==> src/rtl/inv_bvslt_bvashr_solver_pkg.sv <==
// Shared types, pos encoding and the saturating arithmetic shift for the
// bvslt/bvashr invertibility solver.
package inv_solver_pkg;

    typedef enum logic [1:0] {
        IDLE = 2'd0,
        SCAN = 2'd1,
        DONE = 2'd2
    } state_t;

    localparam logic POS_VAL   = 1'b0;
    localparam logic POS_SHAMT = 1'b1;

    // Arithmetic right shift of the low w bits of v. Shift amounts of w or
    // more give all sign bits. Bits above w-1 of the result are don't-care.
    function automatic logic [63:0] sra_sat(input logic [63:0] v,
                                            input logic [63:0] sh,
                                            input int unsigned w);
        logic [63:0] ext;
        logic        sign;
        sign = v[6'(w - 1)];
        ext  = v;
        for (int i = 0; i < 64; i++) begin
            if (i >= int'(w)) begin
                ext[i] = sign;
            end
        end
        if (sh >= 64'(w)) begin
            sra_sat = {64{sign}};
        end else begin
            sra_sat = 64'($signed(ext) >>> sh);
        end
    endfunction

endpackage

==> src/rtl/inv_bvslt_bvashr_solver_pred.sv <==
// Combinational predicate: pos=0 -> (x >>a s) <s t, pos=1 -> (s >>a x) <s t.
// Pure logic, no state.
module inv_pred
    import inv_solver_pkg::*;
#(
    parameter int W = 4
) (
    input  logic         pos,
    input  logic [W-1:0] s,
    input  logic [W-1:0] t,
    input  logic [W-1:0] x,
    output logic         sat
);

    logic [63:0]  w_val64;
    logic [63:0]  w_sh64;
    logic [W-1:0] w_res;

    always_comb begin
        w_val64 = '0;
        w_sh64  = '0;
        if (pos == POS_SHAMT) begin
            w_val64[W-1:0] = s;
            w_sh64[W-1:0]  = x;
        end else begin
            w_val64[W-1:0] = x;
            w_sh64[W-1:0]  = s;
        end
        w_res = W'(sra_sat(w_val64, w_sh64, W));
        sat   = $signed(w_res) < $signed(t);
    end

endmodule

==> src/rtl/inv_bvslt_bvashr_solver.sv <==
// Sequential witness search for (x >>a s) <s t / (s >>a x) <s t; latency 2 (pos=0) or k+2 / W+2 (pos=1).
// Holds the result in DONE until out_ready; in_ready only in IDLE. Optional checker: INV_SOLVER_SELFCHECK_EN.
module inv_bvslt_bvashr_solver
    import inv_solver_pkg::*;
#(
    parameter int W = 4
) (
    input  logic         clk,
    input  logic         rst,
    input  logic         in_valid,
    output logic         in_ready,
    input  logic         pos,
    input  logic [W-1:0] s,
    input  logic [W-1:0] t,
    output logic         out_valid,
    input  logic         out_ready,
    output logic [W-1:0] x,
    output logic         found,
    output logic         err
);

    localparam int            KW     = $clog2(W + 1);
    localparam logic [W-1:0]  MIN    = {1'b1, {(W-1){1'b0}}};
    localparam logic [KW-1:0] K_LAST = KW'(W);

    state_t        r_state;
    state_t        w_state_nxt;
    logic          r_pos;
    logic [W-1:0]  r_s;
    logic [W-1:0]  r_t;
    logic [W-1:0]  r_x;
    logic          r_found;
    logic [KW-1:0] r_k;
    logic [KW-1:0] w_k_nxt;
    logic [W-1:0]  w_x_nxt;
    logic          w_found_nxt;
    logic          w_accept;
    logic [W-1:0]  w_cand;
    logic          w_last;
    logic          w_sat;

    // MIN >>a s is the smallest reachable value, so pos=0 needs one candidate.
    assign w_cand = (r_pos == POS_VAL) ? MIN : W'(r_k);
    assign w_last = (r_pos == POS_VAL) || (r_k == K_LAST);

    inv_pred #(.W(W)) u_scan (
        .pos (r_pos),
        .s   (r_s),
        .t   (r_t),
        .x   (w_cand),
        .sat (w_sat)
    );

    always_comb begin
        w_state_nxt = r_state;
        w_k_nxt     = r_k;
        w_x_nxt     = r_x;
        w_found_nxt = r_found;
        w_accept    = 1'b0;
        case (r_state)
            IDLE: begin
                if (in_valid) begin
                    w_accept    = 1'b1;
                    w_state_nxt = SCAN;
                    w_k_nxt     = '0;
                    w_x_nxt     = '0;
                    w_found_nxt = 1'b0;
                end
            end
            SCAN: begin
                if (w_sat) begin
                    w_x_nxt     = w_cand;
                    w_found_nxt = 1'b1;
                    w_state_nxt = DONE;
                end else if (w_last) begin
                    w_x_nxt     = '0;
                    w_found_nxt = 1'b0;
                    w_state_nxt = DONE;
                end else begin
                    w_k_nxt = r_k + 1'b1;
                end
            end
            DONE: begin
                if (out_ready) begin
                    w_state_nxt = IDLE;
                end
            end
            default: w_state_nxt = IDLE;
        endcase
    end

    always_ff @(posedge clk) begin
        if (rst) begin
            r_state <= IDLE;
            r_k     <= '0;
            r_pos   <= POS_VAL;
            r_s     <= '0;
            r_t     <= '0;
            r_x     <= '0;
            r_found <= 1'b0;
        end else begin
            r_state <= w_state_nxt;
            r_k     <= w_k_nxt;
            r_x     <= w_x_nxt;
            r_found <= w_found_nxt;
            if (w_accept) begin
                r_pos <= pos;
                r_s   <= s;
                r_t   <= t;
            end
        end
    end

    assign in_ready  = (r_state == IDLE);
    assign out_valid = (r_state == DONE);
    assign x         = r_x;
    assign found     = r_found;

`ifdef INV_SOLVER_SELFCHECK_EN
    logic         w_chk_sat;
    logic [W-1:0] w_min_sh;
    logic         w_closed;
    logic         r_err;

    inv_pred #(.W(W)) u_chk (
        .pos (r_pos),
        .s   (r_s),
        .t   (r_t),
        .x   (r_x),
        .sat (w_chk_sat)
    );

    assign w_min_sh = W'(sra_sat(64'(MIN), 64'(r_s), W));
    assign w_closed = $signed(w_min_sh) < $signed(r_t);

    always_ff @(posedge clk) begin
        if (rst) begin
            r_err <= 1'b0;
        end else if (r_state == DONE &&
                     ((r_found && !w_chk_sat) ||
                      (!r_found && r_pos == POS_VAL && w_closed))) begin
            r_err <= 1'b1;
        end
    end

    assign err = r_err;
`else
    assign err = 1'b0;
`endif

endmodule

==> config.mk <==
export PLATFORM = sky130hd
export DESIGN_NAME = inv_bvslt_bvashr_solver
export DESIGN_NICKNAME = d
export VERILOG_FILES = /design/src/rtl/inv_bvslt_bvashr_solver_pkg.sv /design/src/rtl/inv_bvslt_bvashr_solver_pred.sv /design/src/rtl/inv_bvslt_bvashr_solver.sv
export SDC_FILE = /design/constraint.sdc
export NUM_CORES = 1
export LEC_CHECK = 0
export ABC_AREA = 1
export CAP_MARGIN = 30
export CORE_MARGIN = 1.5
export CORE_UTILIZATION = 38
export CTS_BUF_LIST = sky130_fd_sc_hd__clkbuf_4 sky130_fd_sc_hd__clkbuf_8
export DETAILED_ROUTE_END_ITERATION = 6
export DONT_BUFFER_PORTS = 1
export GPL_TIMING_DRIVEN = 0
export PLACE_DENSITY = 0.58
export SYNTH_ARGS = -nofsm -noshare
export SYNTH_HDL_FRONTEND = slang
export SYNTH_SLANG_ARGS = --single-unit
==> constraint.sdc <==
create_clock -name clk -period 1.8 [get_ports clk]
set_input_delay 0.18 -clock clk [delete_from_list [all_inputs] [get_ports clk]]
set_output_delay 0.18 -clock clk [all_outputs]
set_load 0.02 [all_outputs]
==> impl_metrics.env <==
export IMPL_dp_cells=186
export IMPL_synth_area_um2=1110
export IMPL_cts_tree="yes"
export IMPL_finClkSkew_ns=0.00135
export IMPL_path_clk_slew_ns=0.11
export IMPL_max_freq_ghz=0.494
export IMPL_internal_power_mw=0.649
export IMPL_fin_cells=190
export IMPL_grt_ovfl_total=0
export IMPL_worst_pin_slew_ns=0.579
export IMPL_ys_warn_count=0
export IMPL_critPathLaunchType="flop"
export IMPL_first_iter_violations=21
export IMPL_diodes=0
export IMPL_startpoint="r_pos"
export IMPL_power_density_nw_per_um2=804
export IMPL_fin_ws_ns=-0.225
export IMPL_clk_path_buf_depth=2
export IMPL_crit_chain="buf_12 > nor2_2 > nor2_2 > o21ai_2 > o22ai_1 > a21oi_1 > ha_1 > nand2_1 > nand2_1 > nand2_1 > nand2_2 > nand3_4 > nand2_4 > nand2_2 > a21oi_2"
export IMPL_synth_async_sr_flop_share_pct=0
export IMPL_cts_max_level=1
export IMPL_cap_violations=0
export IMPL_track_usage_pct=14.4
export IMPL_drc=0
export IMPL_place_gp_congestion=0.844
export IMPL_die_area_um2=3250
export IMPL_min_path_type="in -> reg"
export IMPL_synth_seq_cells=19
export IMPL_fp_coreArea_um2=2760
export IMPL_pwr_share_clk_pct=24.2
export IMPL_grt_first_pass_wirelength_um=3660
export IMPL_rsz0062_at_grt="true"
export IMPL_avgRoutedWirePerCell_um=11.9
export IMPL_muxShareOfSynthArea_pct=0
export IMPL_ios=21
export IMPL_r2r_slack_ns=-0.22
export IMPL_hold_viol_final=0
export IMPL_worstPathRequired_ns=2.04
export IMPL_post_dp_hpwl_um=1700
export IMPL_drive_gt1_share_pct=30.8
export IMPL_timing_critical_path_buf_inv=1
export IMPL_status="finished, violations left"
export IMPL_final_setup_viol_count=10
export IMPL_nets=178
export IMPL_ys_seq_area_share_pct=34.3
export IMPL_cp_max_fo=10
export IMPL_routed_via_density=4.97
export IMPL_cts_buffers=3
export IMPL_setup_tns_ns=-2.02
export IMPL_drv_slew=0
export IMPL_die_w_um=57.0
export IMPL_maxSlewHeadroom_pct=61.4
export IMPL_initial_core_util_pct=40.2
export IMPL_grt_pass1_vias=875
export IMPL_syn_num_nets=173
export IMPL_critPathMaxStageDelay_ns=0.38
export IMPL_critPathKind="reg -> reg"
export IMPL_die_h_um=57.0
export IMPL_whs_ns=0.0480
export IMPL_fill_cells=290
export IMPL_peakVddDrop_mv=0.500
export IMPL_insertion_delay_ns=0.30
export IMPL_ys_types=26
export IMPL_cts_sinks=19
export IMPL_switching_power_mw=0.345
export IMPL_sw_frac_of_total_pct=34.7
export IMPL_post_cts_buffers=0
export IMPL_routed_wl_um=2270
export IMPL_synth_xor_area_share_pct=0.789
export IMPL_fin_crit_sh_pct=112
export IMPL_crit_family="simple AND/OR/NAND/NOR gates"
export IMPL_synth_fa_ha_area_share_pct=5.64
export IMPL_rows=19
export IMPL_root_buffer="clkbuf_4"
export IMPL_synth_top_family_by_area="simple AND/OR/NAND/NOR gates"
export IMPL_violations="setup timing"
export IMPL_cp_arrival_ns=2.26
export IMPL_pwr_share_seq_pct=47.5
export IMPL_hp_start="in_valid"
export IMPL_p_leak_nw=0.507
export IMPL_synth_cells=155
export IMPL_synth_edf_count=0
export IMPL_syn_area_per_cell_um2=7.16
export IMPL_grt_max_degree=11
export IMPL_synth_compound_area_share_pct=19.8
export IMPL_endpoint_kind="flop"
export IMPL_synth_top_flop_cell="dfxtp_1"
export IMPL_comb_power_share_pct=28.4
export IMPL_period_minus_slack_ns=2.02
export IMPL_final_antenna_net_count=0
export IMPL_num_vias=944
export IMPL_synthToLayoutAreaGrowth_pct=11.4
export IMPL_crit_path_top_delay_cell="dfxtp_2"
export IMPL_cp_common_cell="nand2_1"
export IMPL_synth_simple_area_share_pct=29.0
export IMPL_antenna_found_initial=0
export IMPL_io_buffers=0
export IMPL_firstDrtPassIters=4
export IMPL_r2r_start="r_pos"
per-stage QoR:
step / util, % / cell area [um^2] / power, mW / setup slack, ns
floorplan: - / 1130 / 0.701 / -0.0237
global placement: 42.4 / 1170 / 0.742 / -0.227
detailed placement: 42.4 / 1170 / 0.747 / -0.241
CTS: 44.0 / 1210 / 0.987 / -0.213
global route: 44.8 / 1240 / 1.06 / -0.384
finish: 44.8 / 1240 / 0.994 / -0.225
layout by cell type (no fill, tap or decap), types with 2 or more instances in the layout:
cell type	Yosys	final
a21oi_2	7	7
clkbuf_4	0	4
clkbuf_1	3	3
nand2_2	10	11
ha_1	5	5
dfxtp_1	19	17
inv_2	6	7
o21ai_2	2	3
a21oi_1	11	11
nand3_1	8	8
o21ai_0	11	10
nand3b_1	2	2
nand2_1	23	21
inv_1	16	14
nor2_1	18	11
nand2_4	1	2
nor2_4	1	2
nor2_2	0	6
o21ai_1	2	2
cell usage after synthesis, types with 2 or more instances:
cell,number,area share (%)
inv_2,6,2.0
dfxtp_1,19,34
inv_1,16,5.4
nor2_1,18,6.1
o21ai_1,2,0.90
a21oi_2,7,5.5
nand2_2,10,5.6
o21ai_2,2,1.6
clkbuf_1,3,1.0
ha_1,5,5.6
nor3_1,2,0.90
o21ai_0,11,5.0
nand2_1,23,7.8
nand3b_1,2,1.4
a21oi_1,11,5.0
nand3_1,8,3.6
state kept, by name, summed over array words and instances (netlist names):
name     count
x            4
r_s          4
r_k          3
r_pos        1
r_t          4
r_state      2
found        1
per-layer routing:
metal	track usage, %	up-vias	share of wire [%]	wire [um]
li1	-	502	-	-
met5	0	-	0	0
met4	7.64	0	2.3	53
met2	23.8	17	49	1110
met3	2.72	6	3.0	69
met1	17.8	419	46	1040
kinds of logic (layout without fill, tap and decap cells):
| logic type | after synthesis | after routing |
|---|---|---|
| other | 1 | 1 |
| DFF | 19 | 19 |
| adders and majority gates | 5 | 5 |
| xor gates and xnor gates | 1 | 1 |
| buffers and inverters | 27 | 31 |
| AOI/OAI and AO/OA | 36 | 36 |
| and+or+nand+nor | 66 | 66 |
final timing paths:
| check | to | depth (start not counted) |
|---|---|---|
| max | x[1] | 15 |
| min reg2reg | r_t[1] | 2 |
| min | r_t[0] | 2 |
| max reg2reg | x[1] | 15 |
area by class of cell:
cell class              instances  area [um^2]  share of cell area, %
multi-input cells             109          658                   53.2
flip-flops and latches         19          385                   31.2
inverters                      22         85.1                   6.88
plain buffers                   5         38.8                   3.14
well taps                      31         38.8                   3.14
clock buffers                   4         30.0                   2.43
power groups by stage:
stage          logic (mW)  registers [mW]  clock network (mW)
6_report            0.282           0.472               0.240
5_1_grt             0.322           0.476               0.266
3_3_place_gp        0.262           0.480                   0
2_1_floorplan       0.224           0.477                   0
3_5_place_dp        0.266           0.481                   0
4_1_cts             0.271           0.471               0.246
repair_timing:
action                     in CTS  in global routing
setup endpoints to repair      10                 19
pin swaps                       0                  2
hold buffers                    0                  0
resized for setup               6                  8
No activity file was read; power rests on OpenSTA's default activity.
